===== src/rtl/inst_queue.sv =====
// inst_queue: dual-ported in-order instruction queue between decoder and dispatch.
//
// Accepts up to two decoded entries per cycle into a circular buffer and shows
// the two oldest entries to dispatch, with slot 0 always the oldest. Entries are
// retired by the issue mask dispatch returns on invalid_en.
//
// Ports:
//   clk         rising-edge clock
//   rst         asynchronous active-low reset
//   flush       synchronous clear of head/tail/count
//   enq_valid   per-slot write request (slot 0 older)
//   enq_data    decoded instructions to write
//   enq_ready   at least two free entries (from registered count)
//   dqueue_en   per-slot read enable; disabled slots read as zero
//   invalid_en  issue mask; 11 pops two, 01 pops one, 10/00 pop none
//   deq_data    two oldest entries, zero where absent or not enabled
//   count       occupancy
//   empty/full  count == 0 / count == DEPTH
//
// Optional feature macro: INST_QUEUE_PERF_EN adds perf_full_stall,
// perf_dual_pop and perf_proto_err outputs.

package inst_queue_pkg;
   typedef struct packed {
      logic [31:0] pc;
      logic [31:0] inst;
   } id_dispatch_t;
endpackage

module inst_queue
   import inst_queue_pkg::*;
#(
   parameter int DEPTH = 8,
   parameter int CNT_W = $clog2(DEPTH) + 1
) (
   input  logic                  clk,
   input  logic                  rst,
   input  logic                  flush,
   input  logic [1:0]            enq_valid,
   input  id_dispatch_t [1:0]    enq_data,
   output logic                  enq_ready,
   input  logic [1:0]            dqueue_en,
   input  logic [1:0]            invalid_en,
   output id_dispatch_t [1:0]    deq_data,
   output logic [CNT_W-1:0]      count,
   output logic                  empty,
   output logic                  full
`ifdef INST_QUEUE_PERF_EN
   ,
   output logic [31:0]           perf_full_stall,
   output logic [31:0]           perf_dual_pop,
   output logic                  perf_proto_err
`endif
);

   localparam int PTR_W = $clog2(DEPTH);

   id_dispatch_t           mem_q [DEPTH];
   logic [PTR_W-1:0]       head_q, head_d;
   logic [PTR_W-1:0]       tail_q, tail_d;
   logic [CNT_W-1:0]       count_q, count_d;

   logic [CNT_W-1:0]       nenq, npop_raw, npop;
   logic                   wr0_en, wr1_en;
   logic [PTR_W-1:0]       wr0_idx, wr1_idx;
   id_dispatch_t           wr0_data;

   assign count     = count_q;
   assign empty     = (count_q == '0);
   assign full      = (count_q == CNT_W'(DEPTH));
   assign enq_ready = ((CNT_W'(DEPTH) - count_q) >= CNT_W'(2));

   always_comb begin
      nenq     = '0;
      wr0_en   = 1'b0;
      wr1_en   = 1'b0;
      wr0_idx  = tail_q;
      wr1_idx  = tail_q + PTR_W'(1);
      // A lone slot-1 request is compacted into the first free position.
      wr0_data = (enq_valid == 2'b10) ? enq_data[1] : enq_data[0];
      if (enq_ready && !flush) begin
         wr0_en = |enq_valid;
         wr1_en = &enq_valid;
         nenq   = (&enq_valid) ? CNT_W'(2) : ((|enq_valid) ? CNT_W'(1) : '0);
      end

      // 2'b10 is a protocol error and retires nothing.
      case (invalid_en)
         2'b11:   npop_raw = CNT_W'(2);
         2'b01:   npop_raw = CNT_W'(1);
         default: npop_raw = '0;
      endcase
      npop = (npop_raw > count_q) ? count_q : npop_raw;

      // Pop is judged on pre-edge count, so fresh entries are never retired
      // in the cycle they arrive.
      if (flush) begin
         head_d  = '0;
         tail_d  = '0;
         count_d = '0;
      end else begin
         head_d  = head_q + PTR_W'(npop);
         tail_d  = tail_q + PTR_W'(nenq);
         count_d = count_q + nenq - npop;
      end
   end

   always_comb begin
      for (int i = 0; i < 2; i++) begin
         deq_data[i] = '0;
         if (dqueue_en[i] && (CNT_W'(i) < count_q))
            deq_data[i] = mem_q[head_q + PTR_W'(i)];
      end
   end

   always_ff @(posedge clk or negedge rst) begin
      if (!rst) begin
         head_q  <= '0;
         tail_q  <= '0;
         count_q <= '0;
      end else begin
         head_q  <= head_d;
         tail_q  <= tail_d;
         count_q <= count_d;
      end
   end

   // Payload storage is not reset; occupancy alone decides what is visible.
   always_ff @(posedge clk) begin
      if (wr0_en) mem_q[wr0_idx] <= wr0_data;
      if (wr1_en) mem_q[wr1_idx] <= enq_data[1];
   end

`ifdef INST_QUEUE_PERF_EN
   logic [31:0] perf_full_stall_q, perf_full_stall_d;
   logic [31:0] perf_dual_pop_q, perf_dual_pop_d;
   logic        perf_proto_err_q, perf_proto_err_d;

   always_comb begin
      perf_full_stall_d = perf_full_stall_q;
      perf_dual_pop_d   = perf_dual_pop_q;
      perf_proto_err_d  = perf_proto_err_q;
      if ((enq_valid != 2'b00) && !enq_ready)
         perf_full_stall_d = perf_full_stall_q + 32'd1;
      if (npop == CNT_W'(2))
         perf_dual_pop_d = perf_dual_pop_q + 32'd1;
      if ((invalid_en == 2'b10) && (count_q != '0))
         perf_proto_err_d = 1'b1;
   end

   always_ff @(posedge clk or negedge rst) begin
      if (!rst) begin
         perf_full_stall_q <= '0;
         perf_dual_pop_q   <= '0;
         perf_proto_err_q  <= 1'b0;
      end else begin
         perf_full_stall_q <= perf_full_stall_d;
         perf_dual_pop_q   <= perf_dual_pop_d;
         perf_proto_err_q  <= perf_proto_err_d;
      end
   end

   assign perf_full_stall = perf_full_stall_q;
   assign perf_dual_pop   = perf_dual_pop_q;
   assign perf_proto_err  = perf_proto_err_q;
`endif

endmodule


===== config.mk =====
export PLATFORM = sky130hd
export DESIGN_NAME = inst_queue
export DESIGN_NICKNAME = d
export VERILOG_FILES = /design/src/rtl/inst_queue.sv
export SDC_FILE = /design/constraint.sdc
export NUM_CORES = 1
export LEC_CHECK = 0
export ABC_AREA = 0
export BUFFER_PORTS_ARGS = -buffer_cell sky130_fd_sc_hd__buf_2
export CORE_MARGIN = 2
export CORE_UTILIZATION = 40
export DETAILED_ROUTE_END_ITERATION = 8
export HOLD_SLACK_MARGIN = 0.05
export SYNTH_ARGS = -nofsm -noshare
export SYNTH_HDL_FRONTEND = slang
export SYNTH_SLANG_ARGS = --single-unit

===== constraint.sdc =====
create_clock -name clk -period 7.5 [get_ports clk]
set_input_delay 1.125 -clock clk [delete_from_list [all_inputs] [get_ports clk]]
set_output_delay 1.125 -clock clk [all_outputs]
set_load 0.02 [all_outputs]

==> results.json <==
{
  "layout_common_cells": "512 x edfxtp_1, 506 x mux2_2, 271 x buf_2, 256 x mux4_2, 135 x nand2_1",
  "numCtsBuffers": 61,
  "layout_setup_ws_ps": 2040,
  "cpPeakStageDelay_ps": 860,
  "cts_resized": 0,
  "synth_area_leaders": "edfxtp_1 49%, mux4_2 18%, mux2_2 18%",
  "overflow": 0,
  "drt-initial-drc-count": 1686,
  "syn_area_per_cell_um2": 16.2,
  "clk_pin_slew_ps": 60,
  "fmax_ghz": 0.183,
  "total_power_mw": 12.3,
  "drv_cap": 0,
  "fin_setup_tns_ps": 0,
  "dr.pass1.iters": 5,
  "startpoint_type": "register",
  "dp_hpwl_um": 53000,
  "cts_sinks": 522,
  "crit_buf_inv": 3,
  "cp-startpoint": "head_q[0]$_DFF_PN0_",
  "wirelength_um": 94200,
  "cp-end-kind": "output port",
  "synth.distinct_cells": 36,
  "ys_seq_area_frac": 0.499,
  "maxSlewViolCount": 0,
  "ys_ff_latch": 522,
  "antenna_found_initial": 9,
  "timing.rr.start": "count[1]$_DFF_PN0_",
  "rsz0062_at_grt": "no",
  "cp_max_fo": 59,
  "syn_inst": 1937,
  "fin_crit_sh": 0.728,
  "hold_path_class": "input pin to asynchronous set/reset pin",
  "slew_headroom": 0.208,
  "worst_ep_arrival_time_ps": 4340,
  "crit_chain": "buf_4, buf_4, mux4_2, mux2i_1, nor2_1, buf_2",
  "dpl_worst_slack_ps": 2640,
  "cts-root-buf": "clkbuf_16",
  "clock_latency_ps": 630,
  "outcome": "finished clean",
  "synth_ff_type": "edfxtp_1",
  "port_buffers": 271,
  "htreeDepth": 2,
  "p_leak_nw": 11.9,
  "ir_drop_v": 0.000295,
  "tightest_slew_ps": 1190,
  "synth_nets": 2095,
  "syn_to_final_growth_pct": 13.4,
  "cts_hold_buffers": 0,
  "fin_skew_ps": 16.8,
  "cts_setup_buffers": 0,
  "critPathTopFamily": "buffers and inverters",
  "die_h_um": 284,
  "finalHoldViolCount": 0,
  "core_mm2": 0.0775,
  "place.gp.congestion": 0.786,
  "io_pins": 272,
  "fin_nets": 2318,
  "post_synth_instance_area_mm2": 0.0313,
  "layout_commonest_cell": "edfxtp_1",
  "layout-drive-gt1-share": 0.536,
  "ant_nets": 0,
  "post_drt_wl_per_cell_um": 29.0,
  "viasPerCell": 5.95,
  "cts_tree": "yes",
  "worst_path_most_repeated_cell": "buf_4",
  "start_util": 0.404,
  "critPathKind": "register to output port",
  "die-area_mm2": 0.0805,
  "first_global_vias": 20600,
  "clk_path_buf_depth": 3,
  "setup_viol": 0,
  "grt_pass1_wl_um": 138000,
  "min_period_ps": 5460,
  "synth_area_leader_cell": "edfxtp_1",
  "die_x_um": 284,
  "remaining_drc_errors": 0,
  "grt_max_degree": 67,
  "synth.top_cell.area_share": 0.491,
  "power_density_mw_per_mm2": 347,
  "synth_edf_count": 512,
  "rows": 102,
  "track_usage": 0.232,
  "ys_warn_count": 0,
  "critical_path.slowest_cell": "buf_4",
  "required_ps": 6380,
  "synth_async_sr_flop_share": 0.0192,
  "vias": 19300
}
[cell usage after synthesis, types with 3 or more instances]
cell type    n
nand3b_1     5
buf_2       52
ha_1        17
nand2b_1     3
buf_6       35
clkbuf_1    54
xor2_1       5
buf_4        6
dfrtp_1     10
fa_1         4
xnor2_1      5
inv_1       16
and2_1       3
mux2_2     506
mux2_1      70
edfxtp_1   512
nor2b_1      5
buf_1        7
nor2_1      76
o21bai_1     4
a21oi_1     66
mux2i_1     65
and3_1       4
nand2_1    135
o21ai_0      5
mux4_2     256
[layout make-up]
class / count / area (µm²)
Fill cell: 6851 / 42000
Sequential cell: 522 / 15600
Multi-Input combinational cell: 1245 / 14900
Timing Repair Buffer: 314 / 1690
Clock buffer: 77 / 1610
Tap cell: 1040 / 1300
Clock inverter: 35 / 335
Inverter: 16 / 60.1
Antenna cell: 4 / 10.0
[per-layer routing]
layer  track usage  wire length [µm]
met5             0                28
met4        0.0548              1790
met3        0.0361              5860
met2         0.400             47600
met1         0.307             39000
[sequential cells by signal (all words and copies together) (netlist names)]
signal  flops
head_q      3
mem_q     512
count       4
tail_q      3
[power breakdown]
part           switching, mW  total (mW)  internal, mW
sequential             0.275        3.85          3.58
clock                   1.22        2.93          1.71
combinational           3.10        5.55          2.45
[path summary, 6_finish.rpt]
kind,slack (ps),cells after the start,endpoint
max,2040,6,deq_data[36]
min,380,1,head_q[1]$_DFF_PN0_
max reg2reg,3380,8,mem_q[0][63]$_DFFE_PP_
min reg2reg,670,2,tail_q[2]$_DFF_PN0_
max in group asynchronous,6850,1,head_q[0]$_DFF_PN0_
min in group clk,670,2,tail_q[2]$_DFF_PN0_
[metrics by stage]
step                      cell area (µm²)  hold slack, ps  utilization  std cells
after detailed placement            33600             650        0.433       3137
final                               35500             383        0.458       3253
after CTS                           35500             344        0.458       3249
after floorplan                     31300             589            -       1937
after global placement              33600             625        0.433       3137
after global routing                35500             363        0.458       3251
[cells by family (layout without fill, tap and decap cells)]
kind of cell    after synthesis  in the layout  share of synthesized area
xor+xnor                     10             10                    0.00280
flops                       522            522                      0.499
compound gates               81             81                     0.0138
simple gates                236            236                     0.0311
mux                         897            897                      0.412
fa+ha+maj                    21             21                    0.00935
other cells                   0              4                          0
buf+inv                     170            442                     0.0316
No activity file was read; power rests on OpenSTA's default activity.
